$ cat config.mk
export PLATFORM = sky130hd
export DESIGN_NAME = rr_pipe_stage
export DESIGN_NICKNAME = d
export VERILOG_FILES = /design/src/rtl/rr_pipe_stage.sv
export SDC_FILE = /design/constraint.sdc
export NUM_CORES = 1
export LEC_CHECK = 0
export CORE_AREA = 5 5 454 456
export CTS_CLUSTER_DIAMETER = 200
export DETAILED_ROUTE_END_ITERATION = 12
export DIE_AREA = 0 0 459 461
export GPL_ROUTABILITY_DRIVEN = 0
export HOLD_SLACK_MARGIN = 0.02
export REMOVE_ABC_BUFFERS = 1
export SKIP_LAST_GASP = 1
export SYNTH_ARGS = -nofsm -noshare
export SYNTH_HDL_FRONTEND = slang
export SYNTH_SLANG_ARGS = --single-unit
$ cat constraint.sdc
create_clock -name clk -period 4.6 [get_ports clk]
set_input_delay 0.92 -clock clk [delete_from_list [all_inputs] [get_ports clk]]
set_output_delay 0.92 -clock clk [all_outputs]
set_load 0.03 [all_outputs]
$ cat src/rtl/rr_pipe_stage.sv
// Read-register stage between rename and the reservation-station write port.
// Selects each source operand from ARF, ROB or its pending tag, and snoops the CDB both at load and while held.
module rr_pipe_stage #(
    parameter int WAYS = 2,
    parameter int DW   = 32,
    parameter int PRW  = 6,
    parameter int IW   = 164,
    parameter int NCDB = 2
) (
    input  logic                 clk,
    input  logic                 rst_n,
    input  logic                 flush,
    input  logic [WAYS-1:0]      in_valid,
    output logic                 in_ready,
    input  logic [WAYS*IW-1:0]   in_info,
    input  logic [WAYS-1:0]      rs_lc,
    input  logic [WAYS-1:0]      rt_lc,
    input  logic [WAYS*DW-1:0]   rs_data_a,
    input  logic [WAYS*DW-1:0]   rt_data_a,
    input  logic [WAYS*DW-1:0]   rs_data_r,
    input  logic [WAYS*DW-1:0]   rt_data_r,
    input  logic [WAYS*PRW-1:0]  rs_prr,
    input  logic [WAYS*PRW-1:0]  rt_prr,
    input  logic [WAYS-1:0]      rs_den,
    input  logic [WAYS-1:0]      rt_den,
    input  logic [NCDB-1:0]      cdb_valid,
    input  logic [NCDB*PRW-1:0]  cdb_tag,
    input  logic [NCDB*DW-1:0]   cdb_data,
    output logic [WAYS-1:0]      out_valid,
    input  logic                 out_ready,
    output logic [WAYS*IW-1:0]   out_info,
    output logic [WAYS*DW-1:0]   out_rs_data,
    output logic [WAYS*DW-1:0]   out_rt_data,
    output logic [WAYS-1:0]      out_rs_rdy,
    output logic [WAYS-1:0]      out_rt_rdy
);

    // Operand value paired with its ready flag: {rdy, data}.
    typedef logic [DW:0] opnd_t;

    function automatic opnd_t pick_source(
        input logic          lc,
        input logic          den,
        input logic [DW-1:0] arf,
        input logic [DW-1:0] rob,
        input logic [PRW-1:0] prr
    );
        opnd_t o;
        o = '0;
        if (lc) begin
            o = {1'b1, arf};
        end else if (den) begin
            o = {1'b1, rob};
        end else begin
            o[PRW-1:0] = prr;
        end
        return o;
    endfunction

    // Scanning from the top port down lets the lowest-index match land last.
    function automatic opnd_t cdb_capture(
        input logic [PRW-1:0]       tag,
        input opnd_t                cur,
        input logic [NCDB-1:0]      cv,
        input logic [NCDB*PRW-1:0]  ct,
        input logic [NCDB*DW-1:0]   cd
    );
        opnd_t o;
        o = cur;
        if (!cur[DW]) begin
            for (int p = NCDB - 1; p >= 0; p--) begin
                if (cv[p] && (ct[p*PRW +: PRW] == tag)) begin
                    o = {1'b1, cd[p*DW +: DW]};
                end
            end
        end
        return o;
    endfunction

    logic                load;
    logic [WAYS*DW-1:0]  ld_rs_data;
    logic [WAYS*DW-1:0]  ld_rt_data;
    logic [WAYS-1:0]     ld_rs_rdy;
    logic [WAYS-1:0]     ld_rt_rdy;
    logic [WAYS*DW-1:0]  hd_rs_data;
    logic [WAYS*DW-1:0]  hd_rt_data;
    logic [WAYS-1:0]     hd_rs_rdy;
    logic [WAYS-1:0]     hd_rt_rdy;

    // Handshake: a group transfers out when out_valid!=0 and out_ready=1; a new group
    // is taken whenever in_ready=1, as a unit, with no partial acceptance. Flush blocks both.
    assign in_ready = ~flush & (~|out_valid | out_ready);
    assign load     = in_ready;

    always_comb begin
        ld_rs_data = '0;
        ld_rt_data = '0;
        ld_rs_rdy  = '0;
        ld_rt_rdy  = '0;
        hd_rs_data = '0;
        hd_rt_data = '0;
        hd_rs_rdy  = '0;
        hd_rt_rdy  = '0;
        for (int w = 0; w < WAYS; w++) begin
            {ld_rs_rdy[w], ld_rs_data[w*DW +: DW]} = cdb_capture(
                rs_prr[w*PRW +: PRW],
                pick_source(rs_lc[w], rs_den[w], rs_data_a[w*DW +: DW],
                            rs_data_r[w*DW +: DW], rs_prr[w*PRW +: PRW]),
                cdb_valid, cdb_tag, cdb_data);
            {ld_rt_rdy[w], ld_rt_data[w*DW +: DW]} = cdb_capture(
                rt_prr[w*PRW +: PRW],
                pick_source(rt_lc[w], rt_den[w], rt_data_a[w*DW +: DW],
                            rt_data_r[w*DW +: DW], rt_prr[w*PRW +: PRW]),
                cdb_valid, cdb_tag, cdb_data);
            // A pending held operand carries its tag in the low PRW bits of its data.
            {hd_rs_rdy[w], hd_rs_data[w*DW +: DW]} = cdb_capture(
                out_rs_data[w*DW +: PRW],
                {out_rs_rdy[w], out_rs_data[w*DW +: DW]},
                cdb_valid, cdb_tag, cdb_data);
            {hd_rt_rdy[w], hd_rt_data[w*DW +: DW]} = cdb_capture(
                out_rt_data[w*DW +: PRW],
                {out_rt_rdy[w], out_rt_data[w*DW +: DW]},
                cdb_valid, cdb_tag, cdb_data);
        end
    end

    always_ff @(posedge clk or negedge rst_n) begin
        if (!rst_n) begin
            out_valid   <= '0;
            out_info    <= '0;
            out_rs_data <= '0;
            out_rt_data <= '0;
            out_rs_rdy  <= '0;
            out_rt_rdy  <= '0;
        end else if (flush) begin
            out_valid <= '0;
        end else if (load) begin
            out_valid   <= in_valid;
            out_info    <= in_info;
            out_rs_data <= ld_rs_data;
            out_rt_data <= ld_rt_data;
            out_rs_rdy  <= ld_rs_rdy;
            out_rt_rdy  <= ld_rt_rdy;
        end else begin
            for (int w = 0; w < WAYS; w++) begin
                if (out_valid[w]) begin
                    out_rs_data[w*DW +: DW] <= hd_rs_data[w*DW +: DW];
                    out_rt_data[w*DW +: DW] <= hd_rt_data[w*DW +: DW];
                    out_rs_rdy[w]           <= hd_rs_rdy[w];
                    out_rt_rdy[w]           <= hd_rt_rdy[w];
                end
            end
        end
    end

endmodule

; ---- Word level (Yosys, flattened, before mapping)
; Cells that the tools add are included.
[totals]
register_bits = 462
input_bits = 700
output_inout_bits = 463
wordCells = 115
[classes]
eq_ne = 20
mux = 50
bitwise = 3
n_reduce_logical = 32
[op_table]
columns = op, n
row1 = 33-bit two-way mux, 28
row2 = 32-bit two-way mux, 4
row3 = 64-bit two-way mux, 2
row4 = 27-bit two-way mux, 4
row5 = 6-bit == test, 16
row6 = 6-bit two-way mux, 4
row7 = 1-bit logical AND, 16
row8 = 4-bit AND reduction, 4
row9 = 3-bit nonzero test, 4
row10 = 2-bit two-way mux, 4
row11 = "2-bit != test, second input constant", 4
row12 = 2-bit AND reduction, 3
row13 = 2-bit nonzero test, 3
row14 = 1-bit two-way mux, 4
row15 = 2-bit OR reduction, 1
row16 = 1-bit AND, 1
row17 = 1-bit zero test, 1
row18 = 1-bit NOT, 1
row19 = 1-bit bitwise OR, 1

; ---- Longest topological paths before layout
; Gate-level depths: netlist of run 1.
[logic_depth]
word_depth = 7
ltp_mapped = 10
depth_no_buf = 7

; ---- Least setup slack after synthesis of run 1
; OpenSTA, ideal clock, no wires.
[synth_path]
path_type = input port to output port
startpoint = input out_ready
endpoint = output in_ready
arrival_time_ns = 2.320
required_ns = 3.680
slack_ns = 1.360
stages = 7
path_buffers = 4
cell_sequence = o21bai_1 nand2b_1 buf_2 inv_1 clkbuf_1 clkbuf_1 clkbuf_1
[synth_via]
elab_chain_len = 2
[synth_lines]
columns = element, line_no
row1 = from (decl), 30  ; input logic out_ready,
row2 = 1-bit bitwise OR, 92  ; assign in_ready = ~flush & (~|out_valid | out_ready);
row3 = 1-bit AND, 92
row4 = to (decl), 14  ; output logic in_ready,
; Every way passes these cells.

; ---- Worst setup path after layout of run 1
; Same ends and word-level chain as after synthesis.

==> results of run 1 <==
## final cells by class
| cell class | count | area, um^2 | share of cell area (%) |
|---|---|---|---|
| diodes | 21 | 52.6 | 0.125 |
| clock buffers | 81 | 1740 | 4.13 |
| clock inverters | 28 | 300 | 0.712 |
| inverters | 10 | 45.0 | 0.107 |
| multi-input cells | 2328 | 12600 | 29.9 |
| flip-flops and latches | 462 | 11600 | 27.4 |
| well taps | 2672 | 3340 | 7.93 |
| repair buffers | 1259 | 12500 | 29.7 |
## stage by stage
step	util, %	setup WS (ps)	hold slack (ps)
after floorplan	-	-21500	624
after CTS	20.9	1060	216
after detailed placement	19.9	645	461
after global placement	19.9	705	456
final	20.9	1040	258
after global routing	20.9	1010	256
## sequential cells by signal, summed over array words and instances (netlist names)
name,cells
out_info,328
out_rs_data,64
out_rs_rdy,2
out_rt_data,64
out_valid,2
out_rt_rdy,2
## worst max-delay path: cells and delay by family
kind / cells / cell delay [ps]
buf+inv: 3 / 1160
simple gates: 1 / 290
compound gates: 1 / 180
## logic make-up (layout without fill, tap and decap cells)
family	count (synthesis)	count (layout)	share of synthesized area, %
buf+inv	268	1378	4.33
simple gates	1614	1614	27.0
xor+xnor	97	97	3.39
mux	62	62	2.55
flops	462	462	46.1
other cells	0	21	0
compound gates	555	555	16.7
## cells in the final DEF (no fill, tap or decap), drive strengths merged, types with 15 or more instances in the layout
master,n
a2bb2oi,22
diode,21
a22oi,63
xnor2,65
nand3,102
a31oi,67
a221o,32
buf,104
nor3,119
dfrtp,462
mux2i,46
and2,30
a22o,39
a221oi,47
a21oi,46
o21ai,76
nor2,156
and3,25
o31ai,32
xor2,32
o22ai,15
clkdlybuf4s50,1155
clkbuf,81
o22a,24
mux2,16
nand4,34
clkinv,16
nand2,1095
## per-layer routing
layer  wire length (um)  vias up
li1                   -    12700
met1              69700    14400
met2              83900     2187
met3              18700      594
met4              13900       32
met5                181        -
## worst max path at each step
stage | startpoint | depth (start not counted) | end
floorplan | flush | 6 | out_rs_data[0]
detailed placement | cdb_tag[0] | 9 | out_rt_data[16]
global placement | cdb_tag[7] | 9 | out_rt_data[54]
global route | out_ready | 5 | in_ready
CTS | out_ready | 5 | in_ready
finish | out_ready | 5 | in_ready
## power groups by stage
stage	combinational (mW)	clock [mW]	sequential, mW
floorplan	1.31	0	6.38
global placement	5.73	0	5.27
detailed placement	5.75	0	5.29
CTS	5.77	5.12	5.23
global route	5.99	5.27	5.30
finish	5.73	4.95	5.24
==> results by group, run 1 <==
GRT
  – Wire length of the first global-routing pass: 250 mm
  – Met1 global-route usage: 19.2%
  – Antenna violations before repair: 54
  – Fraction of met3 tracks used by global routing: 5.13%
  – Most Crowded Layer GR: met2
  – Total track usage: 16.7%
  – Number of global-route vias before repair: 30200
  – Pin count of the biggest net entering global routing: 162
  – Fraction of met2 tracks used by global routing: 27.2%
  – Overflow left after global routing: 0

CTS
  – Count of hold buffers inserted by post-cts repair: 0
  – Clock transition time at the flip-flop clock pins of the worst setup and hold paths: 70 ps
  – CTS tree: done
  – Root Driver: clkbuf_16
  – Worst-skew pair later-pin latency: 670 ps
  – H-tree depth: 2
  – Number of clock buffers inserted by TritonCTS: 59
  – Sinks on the clock net: 462
  – Post-CTS sizing: 0
  – Buffer depth of the longest clock path: 3
  – Post-CTS setup buffer count: 0

STA
  – Total setup violations reported at the end of the flow: 0
  – Unrepaired setup endpoints after global routing: no
  – Maximum clock frequency: 281 MHz
  – Final number of max-transition violations: 0
  – Relative slew slack: 29.2%
  – Final Hold Violating Endpoints: 0
  – Slew @ Worst Pin: 1060 ps
  – Largest clock skew in the final design: 21.0 ps
  – Post-Route Setup TNS: 0 ps
  – Ratio of final minimum period to clock period: 77.5%
  – Shortest period the worst path allows: 3560 ps

Die
  – Placeable core area: 0.201 mm^2
  – Top-Level Pins: 1163
  – Starting utilization of the core area: 12.5%
  – Total die area: 0.212 mm^2
  – Site Rows: 165
  – Die W: 459 um
  – DIE HEIGHT: 461 um

Status
  – Run status: finished clean

Flow run
  – Max Cap Viol: 0

Finish
  – Final Non-Filler Cells: 6861
  – Relative area change from synthesis to final layout: 68.1%
  – Fillcell total: 22300
  – Design Area, Final: 0.0422 mm^2
  – Number of nets in the final layout: 4820
  – Fraction of final layout cells with drive strength greater than 1: 6.77%

Logic synthesis
  – Mean cell area of the mapped netlist: 8.20 um^2
  – Post-synthesis instance total: 3058
  – Post-synth top area share: 46.1%
  – Async set-reset flop share out of synthesis: 100%
  – Number of synthesized flops with an enable pin: 0
  – Area leader, netlist: dfrtp_1
  – Flop and latch count out of synthesis: 462
  – Sequential fraction of the synthesis area: 46.1%
  – Flip-flop cell with the highest count after synthesis: dfrtp_1
  – Count of synthesis-stage warnings from yosys: 0
  – Post-synthesis cell area: 0.0251 mm^2
  – Cell types with the largest area share after synthesis: dfrtp_1 46%, nand2_1 16%, clkbuf_1 3.1%
  – Most frequent cell after synthesis: nand2_1
  – Most numerous cell types in the synthesized netlist: 1095 x nand2_1, 462 x dfrtp_1, 210 x clkbuf_1
  – Library cells used by synthesis: 74

Placement
  – Total instance count after detailed placement: 6731
  – IO buf count: 1162
  – DP Area: 0.0401 mm^2
  – Final HPWL DP: 151 mm

Power
  – Internal: 9.83 mW
  – Switching power: 6.09 mW
  – Register share of total power: 32.9%
  – Combinational Power Share: 36.0%
  – Lkg Pwr: 17.4 nW
  – Part of the power in the clock network: 31.1%
  – Highest ir drop seen on vdd: 0.272 mV
  – Pwr Total: 15.9 mW
  – Pwr Density: 378 mW/mm^2
  – Switching part of the total power: 38.3%

Routing
  – Post-route DRC: 0
  – First-pass detailed-route iteration total: 7
  – DR vias/cell: 4.36
  – Average wire per standard cell: 27.2 um
  – Vias: 29900
  – Initial drt markers: 3623
  – Detailed-route wire length: 186 mm
  – Number of antenna-violating nets in the routed design: 0

Critical path
  – R2r worst-path depth: 8
  – Cell with the largest stage delay on the worst path: clkdlybuf4s50_1
  – R2R Path Start: out_rt_data[37]
  – Category of the worst setup path launch point: input pin
  – Slowest stage delay, CP: 510 ps
  – Flop-to-flop setup slack: 1370 ps
  – Type of the setup path with the least slack: in -> out
  – Arrival time worst endpoint: 2640 ps
  – Largest fanout on the critical path: 42
  – Element type at the critical path end: output port
  – Data required time at the worst endpoint: 3680 ps
  – Cells along the critical path: clkdlybuf4s50_1 -> o21bai_1 -> nand2b_4 -> inv_8 -> buf_4
  – Capture instance of the worst register-to-register path: out_rt_data[58]

Min path
  – Min-delay worst type: in -> async
Note: power is estimated with default switching activity, not from simulation.
==> run 2: changes to the inputs <==
--- a/config.mk
+++ b/config.mk
@@ -5,10 +5,10 @@
 export SDC_FILE = /design/constraint.sdc
 export NUM_CORES = 1
 export LEC_CHECK = 0
-export CORE_AREA = 5 5 454 456
+export CORE_AREA = 5 5 448 450
 export CTS_CLUSTER_DIAMETER = 200
 export DETAILED_ROUTE_END_ITERATION = 12
-export DIE_AREA = 0 0 459 461
+export DIE_AREA = 0 0 453 455
 export GPL_ROUTABILITY_DRIVEN = 0
 export HOLD_SLACK_MARGIN = 0.02
 export REMOVE_ABC_BUFFERS = 1
==> constraint.sdc (replaced) <==
create_clock -name clk -period 3.33 [get_ports clk]
set_input_delay 0.666 -clock clk [delete_from_list [all_inputs] [get_ports clk]]
set_output_delay 0.666 -clock clk [all_outputs]
set_load 0.03 [all_outputs]
==> run 2 against run 1 <==
Net effect: register-to-register slack worse by 870 ps; sequential power up 38%; final cell count grew 0.48%; power rose by 39%; non-clock buffer count up 68; worst setup slack got worse by 570 ps; critical path depth decreased by 4; die area decreased by 2.6%; first-iteration DRC count grew 1.9%; worst hold slack better by 210 ps; combinational power rose by 39%; critical endpoint is now out_rt_data[34].
==> results by group, run 2 (synthesis gave the netlist of run 1 again) <==
Status
  – Run status: finished clean

Finish
  – Most frequent standard cell in the layout excluding fill and tap cells: clkdlybuf4s50_1
  – Register with the most flip-flops: out_info
  – Number of nets in the final layout: 4888 (+1.4%)
  – Design Area, Final: 0.0429 mm^2 (+1.8%)
  – Top library cells by usage in the layout, fill and taps aside: 1145 x clkdlybuf4s50_1, 1093 x nand2_1, 462 x dfrtp_1
  – Number of flip-flops under the largest register name: 328 (unchanged)
  – Final core utilization: 21.9% (+0.93 points)
  – Fraction of final layout cells with drive strength greater than 1: 8.41% (+1.6 points)
  – Relative area change from synthesis to final layout: 71.0%
  – Registers with the most flip-flops: out_info x328, out_rs_data x64, out_rt_data x64
  – Final Non-Filler Cells: 6894 (+0.48%)

Min path
  – Worst hold path endpoint: out_info[93]
  – Start point of the worst min-delay path: out_info[93]
  – Min-delay worst type: reg -> reg
  – Instance count along the most critical hold path: 2

Die
  – Die W: 453 um (-1.3%)
  – Top-Level Pins: 1163 (unchanged)
  – Placeable core area: 0.196 mm^2 (-2.5%)
  – Starting utilization of the core area: 12.8% (+0.32 points)
  – DIE HEIGHT: 455 um (-1.3%)
  – Site Rows: 163 (-1.2%)
  – Total die area: 0.206 mm^2 (-2.6%)

CTS
  – Post-CTS setup buffer count: 0 (unchanged)
  – Sinks on the clock net: 462 (unchanged)
  – Root Driver: clkbuf_16
  – Buffer depth of the longest clock path: 3 (unchanged)
  – CTS tree: done
  – H-tree depth: 2 (unchanged)
  – Clock transition time at the flip-flop clock pins of the worst setup and hold paths: 60 ps (about the same)
  – Post-CTS sizing: 0 (unchanged)
  – Worst-skew pair later-pin latency: 690 ps (+20 ps)
  – Count of hold buffers inserted by post-cts repair: 1 (+1)
  – Number of clock buffers inserted by TritonCTS: 59 (unchanged)

GRT
  – Wire length of the first global-routing pass: 240 mm (-4.2%)
  – Total track usage: 16.4% (-0.34 points)
  – Overflow left after global routing: 0 (unchanged)
  – Antenna violations before repair: 46 (-15%)
  – Number of global-route vias before repair: 29800 (-1.2%)
  – Pin count of the biggest net entering global routing: 157 (-3.1%)

Routing
  – First-pass detailed-route iteration total: 6 (-1)
  – Vias: 29900 (-0.074%)
  – Average wire per standard cell: 26.0 um (-4.3%)
  – Detailed-route wire length: 179 mm (-3.8%)
  – Initial drt markers: 3691 (+1.9%)
  – Number of antenna-violating nets in the routed design: 0 (unchanged)
  – Post-route DRC: 0 (unchanged)
  – DR vias/cell: 4.33 (-0.55%)

Critical path
  – R2r worst-path depth: 7 (-1)
  – Largest fanout on the critical path: 4 (-90%)
  – Capture instance of the worst register-to-register path: out_rt_data[45]
  – Slowest stage delay, CP: 980 ps (+470 ps)
  – Cell with the largest stage delay on the worst path: clkdlybuf4s50_1
  – Element type at the critical path end: output port
  – Category of the worst setup path launch point: flop
  – Cells along the critical path: clkdlybuf4s50_1
  – Flop-to-flop setup slack: 500 ps (-870 ps)
  – Arrival time worst endpoint: 2200 ps (-440 ps)
  – Data required time at the worst endpoint: 2660 ps (-1020 ps)
  – Dominant delay contributor by cell family on the critical path: buffers and inverters
  – R2R Path Start: out_rt_data[35]
  – Number of buffer and inverter instances along the worst setup path: 1 (-2)
  – Type of the setup path with the least slack: reg -> out

STA
  – Total setup violations reported at the end of the flow: 0 (unchanged)
  – Final Hold Violating Endpoints: 0 (unchanged)
  – Largest clock skew in the final design: 40.8 ps (+19.8 ps)
  – Slew @ Worst Pin: 872 ps (-186 ps)
  – Shortest period the worst path allows: 2870 ps
  – Hold WS: 470 ps (+212 ps)
  – Maximum clock frequency: 349 MHz
  – Final number of max-transition violations: 0 (unchanged)
  – Unrepaired setup endpoints after global routing: no
  – Ratio of final minimum period to clock period: 86.1%
  – Relative slew slack: 41.5% (+12 points)

Power
  – Pwr Density: 517 mW/mm^2 (+37%)
  – Pwr Total: 22.2 mW (+39%)
  – Highest ir drop seen on vdd: 0.376 mV (+38%)
  – Lkg Pwr: 17.8 nW (+2.4%)

Flow run
  – Max Cap Viol: 0 (unchanged)

Placement
  – DP Area: 0.0408 mm^2 (+1.8%)
  – Total instance count after detailed placement: 6766 (+0.52%)
  – Final HPWL DP: 143 mm (-5.6%)
  – IO buf count: 1162 (unchanged)
==> run 2: cell types whose count changed in the layout (fill, tap and decap cells not counted), moves of 2 or more <==
cell / delta
clkinv_4: +2
bufinv_16: +3
buf_12: +23
diode_2: -2
clkdlybuf4s50_1: -10
clkbuf_1: +3
clkinv_2: -4
buf_4: +54
clkbuf_8: -6
==> run 2: final cells by class <==
| cell class | instances | area, um^2 |
|---|---|---|
| fill | 21500 | 153000 |
| antenna | 19 | 47.5 |
| inverter | 10 | 45.0 |
| tap | 2640 | 3300 |
| multi-input combinational | 2328 | 12600 |
| timing repair buffer | 1327 | 13300 |
| sequential | 462 | 11600 |
| clock inverter | 31 | 415 |
| clock buffer | 77 | 1640 |
==> run 2: how the worst max path moves through the flow <==
stage | slack, ps | startpoint | to | cells past startpoint
2_1_floorplan | -22510 | flush | out_rs_data[0] | 6
3_3_place_gp | 70 | cdb_tag[3] | out_rt_data[45] | 8
3_5_place_dp | 10 | cdb_tag[3] | out_rt_data[41] | 8
4_1_cts | 380 | out_rt_data[34] | out_rt_data[34] | 1
5_1_grt | 330 | out_rt_data[36] | out_rt_data[36] | 1
6_report | 460 | out_rt_data[34] | out_rt_data[34] | 1
==> run 2: metal layers <==
layer	vias up	share of wire [%]	global-route usage, %	wire (um)
met3	529	9.4	4.59	16800
met5	-	0.071	0	127
li1	12900	-	-	-
met1	14400	36	18.6	64800
met4	20	7.2	10.7	12900
met2	2042	47	26.9	84700
==> run 2: report_power, final <==
group	internal (mW)	total, mW	switching [mW]
clock network	4.10	6.98	2.88
registers	6.48	7.21	0.731
logic	3.16	7.98	4.82
total	13.7	22.2	8.43
==> run 2: metrics by stage <==
stage,worst slack (ps),TNS (ps)
2_1_floorplan,-22510,-9863810
3_3_place_gp,65.6,0
3_5_place_dp,14.9,0
4_1_cts,383,0
5_1_grt,328,0
6_report,463,0
